[config.mk]
export PLATFORM = sky130hd
export DESIGN_NAME = counter_priority_sequencer
export DESIGN_NICKNAME = d
export VERILOG_FILES = /design/src/rtl/cps_pkg.sv /design/src/rtl/cps_prio_enc.sv /design/src/rtl/counter_priority_sequencer.sv
export SDC_FILE = /design/constraint.sdc
export NUM_CORES = 1
export LEC_CHECK = 0
export CORE_UTILIZATION = 45
export DETAILED_ROUTE_END_ITERATION = 7
export PLACE_DENSITY_LB_ADDON = 0.08
export SLEW_MARGIN = 20
export SYNTH_ARGS = -nofsm -noshare
export SYNTH_HDL_FRONTEND = slang
export SYNTH_SLANG_ARGS = --single-unit
[constraint.sdc]
create_clock -name SIM_CLK -period 2.1 [get_ports SIM_CLK]
set_input_delay 0.42 -clock SIM_CLK [delete_from_list [all_inputs] [get_ports SIM_CLK]]
set_output_delay 0.42 -clock SIM_CLK [all_outputs]
set_load 0.1 [all_outputs]
[src/rtl/cps_pkg.sv]
`default_nettype none
// ============================================================================
// Module      : cps_pkg
// Description : Shared definitions for counter_priority_sequencer: FSM state
//               encoding, parameter defaults and increment direction codes.
// Revision    : 1.0 - initial release
// ============================================================================
package cps_pkg;

    // Parameter defaults
    localparam int c_NREQ_DEFAULT = 16;
    localparam int c_IDXW_DEFAULT = 5;

    // Sequencer state encoding
    localparam logic [0:0] c_ST_IDLE = 1'b0;
    localparam logic [0:0] c_ST_BUSY = 1'b1;

    // Increment direction as presented on CGNT_MINUS
    localparam logic c_DIR_PLUS  = 1'b0;
    localparam logic c_DIR_MINUS = 1'b1;

endpackage : cps_pkg
`default_nettype wire

[src/rtl/cps_prio_enc.sv]
`default_nettype none
// ============================================================================
// Module      : cps_prio_enc
// Description : Combinational lowest-index-first priority encoder. Returns the
//               index of the lowest set request bit and a valid flag.
// Revision    : 1.0 - initial release
// ============================================================================
module cps_prio_enc
    import cps_pkg::*;
#(
    parameter int NREQ = c_NREQ_DEFAULT,
    parameter int IDXW = c_IDXW_DEFAULT
) (
    input  logic [NREQ-1:0] i_req,
    output logic [IDXW-1:0] o_idx,
    output logic            o_valid
);

    // Scan from the top down so the lowest set bit is the last one written
    always_comb begin
        o_idx   = '0;
        o_valid = 1'b0;
        for (int i = NREQ - 1; i >= 0; i--) begin
            if (i_req[i]) begin
                o_idx   = IDXW'(i);
                o_valid = 1'b1;
            end
        end
    end

endmodule : cps_prio_enc
`default_nettype wire

[src/rtl/counter_priority_sequencer.sv]
`default_nettype none
// ============================================================================
// Module      : counter_priority_sequencer
// Description : Queues plus/minus counter increment pulses per source and
//               issues one grant per memory cycle to the lowest pending index,
//               holding it until the datapath signals completion.
//               Optional feature macro: CPS_OVERRUN_EN (adds sticky COVRN
//               per-source overrun flags and retains opposing requests).
// Revision    : 1.0 - initial release
// ============================================================================
module counter_priority_sequencer
    import cps_pkg::*;
#(
    parameter int NREQ = c_NREQ_DEFAULT,
    parameter int IDXW = c_IDXW_DEFAULT
) (
    input  logic            SIM_CLK,
    input  logic            SIM_RST,
    input  logic            MCT_STB,
    input  logic            GOJAM,
    input  logic            INHINC,
    input  logic [NREQ-1:0] REQP,
    input  logic [NREQ-1:0] REQM,
    input  logic            CDONE,
    output logic            CGNT,
    output logic [IDXW-1:0] CGNT_IDX,
    output logic            CGNT_MINUS,
    output logic            CPEND,
`ifdef CPS_OVERRUN_EN
    output logic [NREQ-1:0] COVRN,
`endif
    output logic            CSTALL
);

    logic [NREQ-1:0] r_pp;
    logic [NREQ-1:0] r_pm;
    logic [NREQ-1:0] w_pp_nxt;
    logic [NREQ-1:0] w_pm_nxt;
    logic [NREQ-1:0] w_any;
    logic [NREQ-1:0] w_win_oh;
    logic [IDXW-1:0] w_idx;
    logic            w_valid;
    logic            w_grant;
    logic            w_win_minus;
    logic            w_bit_pp;
    logic            w_bit_pm;

    logic [0:0]      r_state;
    logic            r_cgnt;
    logic [IDXW-1:0] r_cgnt_idx;
    logic            r_cgnt_minus;
    logic            r_cstall;

`ifdef CPS_OVERRUN_EN
    logic [NREQ-1:0] r_covrn;
    logic [NREQ-1:0] w_ovr_set;
`endif

    assign w_any = r_pp | r_pm;

    cps_prio_enc #(
        .NREQ (NREQ),
        .IDXW (IDXW)
    ) u_prio_enc (
        .i_req   (w_any),
        .o_idx   (w_idx),
        .o_valid (w_valid)
    );

    assign CPEND   = w_valid;
    assign w_grant = (r_state == c_ST_IDLE) && MCT_STB && !INHINC && !GOJAM && w_valid;

    // Next pending bits: clear the granted bit first, then apply captures on top
    always_comb begin
        w_pp_nxt    = r_pp;
        w_pm_nxt    = r_pm;
        w_win_oh    = '0;
        w_bit_pp    = 1'b0;
        w_bit_pm    = 1'b0;
`ifdef CPS_OVERRUN_EN
        w_ovr_set   = '0;
`endif
        for (int i = 0; i < NREQ; i++) begin
            w_win_oh[i] = w_grant && (w_idx == IDXW'(i));
        end
        // Plus direction wins when both bits are held for the winner
        w_win_minus = (|(r_pp & w_win_oh)) ? c_DIR_PLUS : c_DIR_MINUS;

        for (int i = 0; i < NREQ; i++) begin
            w_bit_pp = r_pp[i];
            w_bit_pm = r_pm[i];
            if (w_win_oh[i]) begin
                if (w_bit_pp) begin
                    w_bit_pp = 1'b0;
                end else begin
                    w_bit_pm = 1'b0;
                end
            end
            case ({REQP[i], REQM[i]})
                2'b10: begin
                    if (w_bit_pp) begin
`ifdef CPS_OVERRUN_EN
                        w_ovr_set[i] = 1'b1;
`endif
                    end else if (w_bit_pm) begin
`ifdef CPS_OVERRUN_EN
                        w_bit_pp     = 1'b1;
                        w_ovr_set[i] = 1'b1;
`else
                        w_bit_pm     = 1'b0;
`endif
                    end else begin
                        w_bit_pp = 1'b1;
                    end
                end
                2'b01: begin
                    if (w_bit_pm) begin
`ifdef CPS_OVERRUN_EN
                        w_ovr_set[i] = 1'b1;
`endif
                    end else if (w_bit_pp) begin
`ifdef CPS_OVERRUN_EN
                        w_bit_pm     = 1'b1;
                        w_ovr_set[i] = 1'b1;
`else
                        w_bit_pp     = 1'b0;
`endif
                    end else begin
                        w_bit_pm = 1'b1;
                    end
                end
                default: begin
                    // No request, or opposing pair that nets to zero
                end
            endcase
            w_pp_nxt[i] = w_bit_pp;
            w_pm_nxt[i] = w_bit_pm;
        end
    end

    // Pending bit registers; GOJAM wipes queued work and drops same-cycle captures
    always_ff @(posedge SIM_CLK or posedge SIM_RST) begin
        if (SIM_RST) begin
            r_pp <= '0;
            r_pm <= '0;
        end else if (GOJAM) begin
            r_pp <= '0;
            r_pm <= '0;
        end else begin
            r_pp <= w_pp_nxt;
            r_pm <= w_pm_nxt;
        end
    end

`ifdef CPS_OVERRUN_EN
    // Sticky overrun flags, cleared only by restart or reset
    always_ff @(posedge SIM_CLK or posedge SIM_RST) begin
        if (SIM_RST) begin
            r_covrn <= '0;
        end else if (GOJAM) begin
            r_covrn <= '0;
        end else begin
            r_covrn <= r_covrn | w_ovr_set;
        end
    end

    assign COVRN = r_covrn;
`endif

    // Grant state machine with registered grant and stall outputs
    always_ff @(posedge SIM_CLK or posedge SIM_RST) begin
        if (SIM_RST) begin
            r_state      <= c_ST_IDLE;
            r_cgnt       <= 1'b0;
            r_cgnt_idx   <= '0;
            r_cgnt_minus <= 1'b0;
            r_cstall     <= 1'b0;
        end else begin
            r_cstall <= 1'b0;
            if (GOJAM) begin
                r_state      <= c_ST_IDLE;
                r_cgnt       <= 1'b0;
                r_cgnt_idx   <= '0;
                r_cgnt_minus <= 1'b0;
            end else begin
                case (r_state)
                    c_ST_IDLE: begin
                        if (w_grant) begin
                            r_state      <= c_ST_BUSY;
                            r_cgnt       <= 1'b1;
                            r_cgnt_idx   <= w_idx;
                            r_cgnt_minus <= w_win_minus;
                        end
                    end
                    c_ST_BUSY: begin
                        r_cstall <= MCT_STB && w_valid;
                        if (CDONE) begin
                            r_state <= c_ST_IDLE;
                            r_cgnt  <= 1'b0;
                        end
                    end
                    default: begin
                        r_state <= c_ST_IDLE;
                        r_cgnt  <= 1'b0;
                    end
                endcase
            end
        end
    end

    assign CGNT       = r_cgnt;
    assign CGNT_IDX   = r_cgnt_idx;
    assign CGNT_MINUS = r_cgnt_minus;
    assign CSTALL     = r_cstall;

endmodule : counter_priority_sequencer
`default_nettype wire

Yosys cells after proc, flatten, opt, wreduce, memory -nomap -nowiden
Cells that the tools add are included.
{ "classes": {"eq_ne": 50, "n_mux": 227, "bitwise": 3, "n_reduce_logical": 28} }
{ "ops": {"columns": ["operator", "n"], "rows": [
  ["1-bit 2-to-1 mux", 172],
  ["1-bit case mux with 2 select lines", 34],
  ["4-bit 2-to-1 mux", 16],
  ["5-bit by 4-bit equality test with 1-bit output, second input constant", 8],
  ["2-bit by 1-bit equality test with 1-bit output, second input constant", 16],
  ["2-bit equality test, second input constant", 16],
  ["16-bit 2-to-1 mux", 2],
  ["1-bit logical AND", 21],
  ["5-bit by 3-bit equality test with 1-bit output, second input constant", 4],
  ["16-bit AND", 1],
  ["16-bit bitwise OR", 1],
  ["16-bit OR reduction", 1],
  ["5-bit 2-to-1 mux", 3],
  ["5-bit by 2-bit equality test with 1-bit output, second input constant", 2],
  ["3-bit inequality test, second input constant", 2],
  ["5-bit by 1-bit equality test with 1-bit output, second input constant", 1],
  ["5-bit zero test", 1],
  ["2-bit AND reduction", 2],
  ["1-bit zero test", 2],
  ["2-bit inequality test, second input constant", 1],
  ["2-bit nonzero test", 1],
  ["1-bit inverter", 1]
]} }
{ "word_totals": {"ff_bits": 41, "out_inout_bits": 9, "wordCells": 315} }

Logic depth before layout (Yosys ltp)
{ "depth": {"depth_word": 25, "depth_mapped": 9, "ltp_nobuf": 7} }

Hierarchy
From an unflattened synthesis, not the netlist that was laid out.
{ "unflattened": {"cells_unflattened": 438, "hier_area_um2": 3662.3} }
{ "modules_own_cells": {"columns": ["module", "n_inst", "cells_each", "area_each_um2", "seq_area_each_um2"], "rows": [
  ["counter_priority_sequencer", 1, 403, 3472.1, 1026.0],
  ["cps_prio_enc", 1, 35, 190.2, 0.0]
]} }

Worst setup path after synthesis
OpenSTA, ideal clock, no wires.
{ "synth_path": {"path_kind": "reg2reg", "from": "register r_pp[7]", "to": "register r_cgnt_minus, in the netlist CGNT_MINUS", "arrival_ns": 2.359, "slack_ns": -0.386, "stages_incl_launch_ff": 10, "path_buffers": 2, "period_less_slack_ns": 2.486, "path_cell_list": "dfrtp_1 > buf_2 > nor4_1 > nand4_2 > or4_1 > buf_2 > nand2_1 > and4b_1 > nand4b_1 > o31ai_1"} }
{ "synth_between": {"elab_chain_len": 17} }
{ "synth_lines": {"columns": ["element", "line", "rtl"], "rows": [
  ["start, declared", "counter_priority_sequencer.sv:35", "logic [NREQ-1:0] r_pp;"],
  ["start signal, assigned", "counter_priority_sequencer.sv:150", "r_pp <= w_pp_nxt;"],
  ["16-bit bitwise OR (*)", "counter_priority_sequencer.sv:59", "assign w_any = r_pp | r_pm;"],
  ["1-bit 2-to-1 mux (*) (8 in series)", "cps_prio_enc.sv:24", "if (i_req[i]) begin"],
  ["named net CPEND", "counter_priority_sequencer.sv:28", "output logic CPEND,"],
  ["1-bit logical AND (*)", "counter_priority_sequencer.sv:71", "assign w_grant = (r_state == c_ST_IDLE) && MCT_STB && !INHINC && !GOJAM && w_valid;"],
  ["1-bit logical AND", "counter_priority_sequencer.sv:84", "w_win_oh[i] = w_grant && (w_idx == IDXW'(i));"],
  ["16-bit AND", "counter_priority_sequencer.sv:87", "w_win_minus = (|(r_pp & w_win_oh)) ? c_DIR_PLUS : c_DIR_MINUS;"],
  ["16-bit OR reduction", "counter_priority_sequencer.sv:87", null],
  ["1-bit 2-to-1 mux", "counter_priority_sequencer.sv:87", null],
  ["1-bit 2-to-1 mux", "counter_priority_sequencer.sv:188", "if (w_grant) begin"],
  ["1-bit 2-to-1 mux", "counter_priority_sequencer.sv:186", "case (r_state)"],
  ["1-bit 2-to-1 mux", "counter_priority_sequencer.sv:180", "if (GOJAM) begin"],
  ["end signal, assigned", "counter_priority_sequencer.sv:192", "r_cgnt_minus <= w_win_minus;"],
  ["end, declared", "counter_priority_sequencer.sv:51", "logic r_cgnt_minus;"]
]} }
Mark *: on every way through the listed nets, which the timed path passes. The rest lies on a longest branch. The select of a mux whose other input is x is not followed.
A chain may end at the register's enable or synchronous reset.

Worst setup path after layout
{ "layout_path": {"from": "register r_pm[12]", "to": "output port CPEND"} }
{ "layout_between": {"elab_chain_len": 14} }
{ "layout_lines": {"columns": ["element", "line", "rtl"], "rows": [
  ["start, declared", "counter_priority_sequencer.sv:36", "logic [NREQ-1:0] r_pm;"],
  ["start signal, assigned", "counter_priority_sequencer.sv:151", "r_pm <= w_pm_nxt;"],
  ["16-bit bitwise OR", "counter_priority_sequencer.sv:59", null],
  ["1-bit 2-to-1 mux (13 in series)", "cps_prio_enc.sv:24", null],
  ["end, declared", "counter_priority_sequencer.sv:28", null]
]} }
Every way passes these cells.

==> out/metrics.csv <==
metric,value,unit
fin_ws,-0.4389,ns
core_region_area,7848,um^2
finClkSkew,0.01261,ns
hold_viol,0,
nNetsFinal,674,
syn2layout_area_growth,56.87,%
max_freq,0.3939,GHz
setup-violations-final,32,
seq_area_frac_synth,27.02,%
outcome,finished with violations,
yosys.cell_types.count,77,
crit_fanout,4,
grt_overflow,0,
crit_chain,or4_4 > or4_4 > buf_12,
syn_avg_cell_area,8.439,um^2
cts-root-buf,clkbuf_8,
numCtsBuffers,5,
cpMostUsedCell,or4_4,
clockPowerShare,19.3,%
violations,setup timing,
cts_sinks,40,
synth_top_area_share,27.02,%
synthFlopType,dfrtp_1,
dieHeight,92.74,um
cp.buffers_inverters,1,
total_power,3.442,mW
power_frac_seq,25.6,%
drc_errors,0,
netlist_top_cells_area,"dfrtp_1, ha_1, inv_1",
yosysWarningCount,0,
final_cell_area,5812,um^2
dpl-instance-area,4971,um^2
tns,-8.168,ns
port_buffers,45,
fin_crit_sh,120.9,%
worst_pin_slew,0.5402,ns
ant_nets,0,
powerDensity,592.2,nW/um^2
routed_via_density,5.813,
p_leak,2.663,nW
cp_data_required_time,1.68,ns
num_antenna_cells,0,
wl_per_cell,17.00,um
grt_use_total,28.57,%
grt_max_degree,41,
first_pass_iters,4,
cpLargestDelayFamily,simple AND/OR/NAND/NOR gates,
max-slew-margin-rel,63.98,%
cp-start-kind,register,
initial_core_util,47.21,%
final_layout_size_suffix_gt1_share,40.83,%
synth-edff-count,0,
clk_pin_slew,0.09,ns
pwr-share-comb,55.1,%
fillers,594,
crit_slowest_cell,or4_4,
synth_top_area_cell,dfrtp_1,
max-vdd-ir-drop,0.3628,mV
power.internal,2.085,mW
cap_violations,0,
die_area,8600,um^2
worstSetupPathType,reg2out,
grt_pass1_vias,4069,
switching_share,39.41,%
syn_inst,439,
final_max_slew_viol_count,0,
hp-class,in2reg,
period_needed,2.539,ns
p_switching,1.356,mW
ys_async_sr_fraction,100.0,%
cts_buffer_depth,2,
gp_congestion,0.9488,
max_stage_delay,0.60,ns
rows,32,
synth_nets,509,
htree_num_levels,2,
synth-seq-cells,40,
dp_hpwl,8557,um
antenna_found_initial,0,
rsz0062_at_grt,yes,
drtIter0Drc,163,
grt_first_pass_wirelength,19390,um
end_kind,output port,
ios,47,
wl,12020,um
die_w,92.74,um
clk_latency,0.31,ns
syn-cell-area,3705,um^2
vias,4110,
cts_tree,built,
cp.arrival,2.12,ns
==> state kept, by name (all words and copies together), names as in the netlist <==
register and count:
CGNT 1, r_pm 16, CGNT_IDX 4, r_state 1, CGNT_MINUS 1, CSTALL 1
r_pp 16
==> worst paths after layout <==
kind / from / to / slack [ns] / cells past startpoint
hold / removal: MCT_STB / CSTALL$_DFF_PP0_ / 0.51 / 4
max in group asynchronous: SIM_RST / r_pm[12]$_DFF_PP0_ / 1.16 / 3
setup reg to reg: r_pm[5]$_DFF_PP0_ / r_pm[13]$_DFF_PP0_ / -0.39 / 10
setup / recovery: r_pm[12]$_DFF_PP0_ / CPEND / -0.44 / 3
hold reg to reg: CGNT_IDX[3]$_DFFE_PP0P_ / CGNT_IDX[3]$_DFFE_PP0P_ / 0.51 / 2
min in group asynchronous: SIM_RST / CGNT$_DFFE_PP0P_ / 0.54 / 3
==> cells in the mapped netlist (7+ instances only) <==
| library cell | n |
|---|---|
| ha_1 | 32 |
| o21ai_0 | 20 |
| inv_1 | 44 |
| mux2i_1 | 7 |
| a211o_1 | 9 |
| nand2_1 | 35 |
| a21oi_1 | 29 |
| nor3_1 | 11 |
| clkbuf_1 | 8 |
| o31ai_1 | 7 |
| nor2_1 | 39 |
| a211oi_1 | 18 |
| nand3_1 | 19 |
| dfrtp_1 | 40 |
==> tightest hold or removal path: stages <==
cell            delay, ns
dlymetal6s2s_1       0.13
buf_4                0.15
nand2_1              0.05
nor2_1               0.04
==> placed cells by master (no fill, tap or decap), drive strengths merged, types with 12 or more instances in the layout <==
master	count
inv	44
nand3	20
a21oi	31
nor2	40
dfrtp	40
clkdlybuf4s50	34
nor3	12
a211oi	19
nand2	36
ha	32
o21ai	25
buf	138
==> cell families after synthesis <==
kind of cell,after synthesis,synth area share (%)
simple gates,154,23.81
mux,10,2.803
flops,40,27.02
other cells,1,0.1012
fa+ha+maj,32,10.81
compound gates,141,28.57
buf+inv,61,6.889
==> power by group through the flow <==
stage / registers [mW] / logic [mW] / clock network, mW
after CTS: 0.875 / 1.75 / 0.668
after global routing: 0.888 / 2.01 / 0.706
after global placement: 0.890 / 1.41 / 0
after detailed placement: 0.890 / 1.44 / 0
after floorplan: 0.962 / 0.767 / 0
final: 0.882 / 1.90 / 0.664
==> per-stage QoR <==
stage | worst slack [ns] | instances | utilization (%) | hold WS (ns)
6_report | -0.4389 | 707 | 74.06 | 0.5079
5_1_grt | -0.4779 | 707 | 74.06 | 0.5341
4_1_cts | -0.4398 | 695 | 70.73 | 0.5103
3_5_place_dp | -0.4879 | 666 | 63.35 | 0.4847
3_3_place_gp | -0.4731 | 666 | 63.35 | 0.4818
2_1_floorplan | -0.2392 | 439 | - | 0.5278
==> routing by layer <==
metal / part of all wire [%] / vias up / global-route usage [%]
li1: - / 1962 / -
met1: 41 / 2002 / 33.47
met4: 3.2 / 0 / 10.90
met5: 0 / - / 0
met3: 4.1 / 43 / 4.680
met2: 51 / 103 / 51.85
==> layout make-up <==
type	count	area [um^2]	area share (%)
Multi-Input combinational cell	338	2904	49.97
Timing Repair Buffer	175	1501	25.83
Sequential cell	40	1002	17.24
Inverter	44	165.2	2.842
Tap cell	102	127.6	2.196
Clock buffer	5	68.82	1.184
Clock inverter	3	42.54	0.7320
==> what timing repair did <==
item	CTS	global route
hold buffers	0	0
resized for setup	73	43
buffers inserted	23	15
pin swaps	46	35
endpoints found under the setup margin	33	36
No activity file was read; power rests on OpenSTA's default activity.
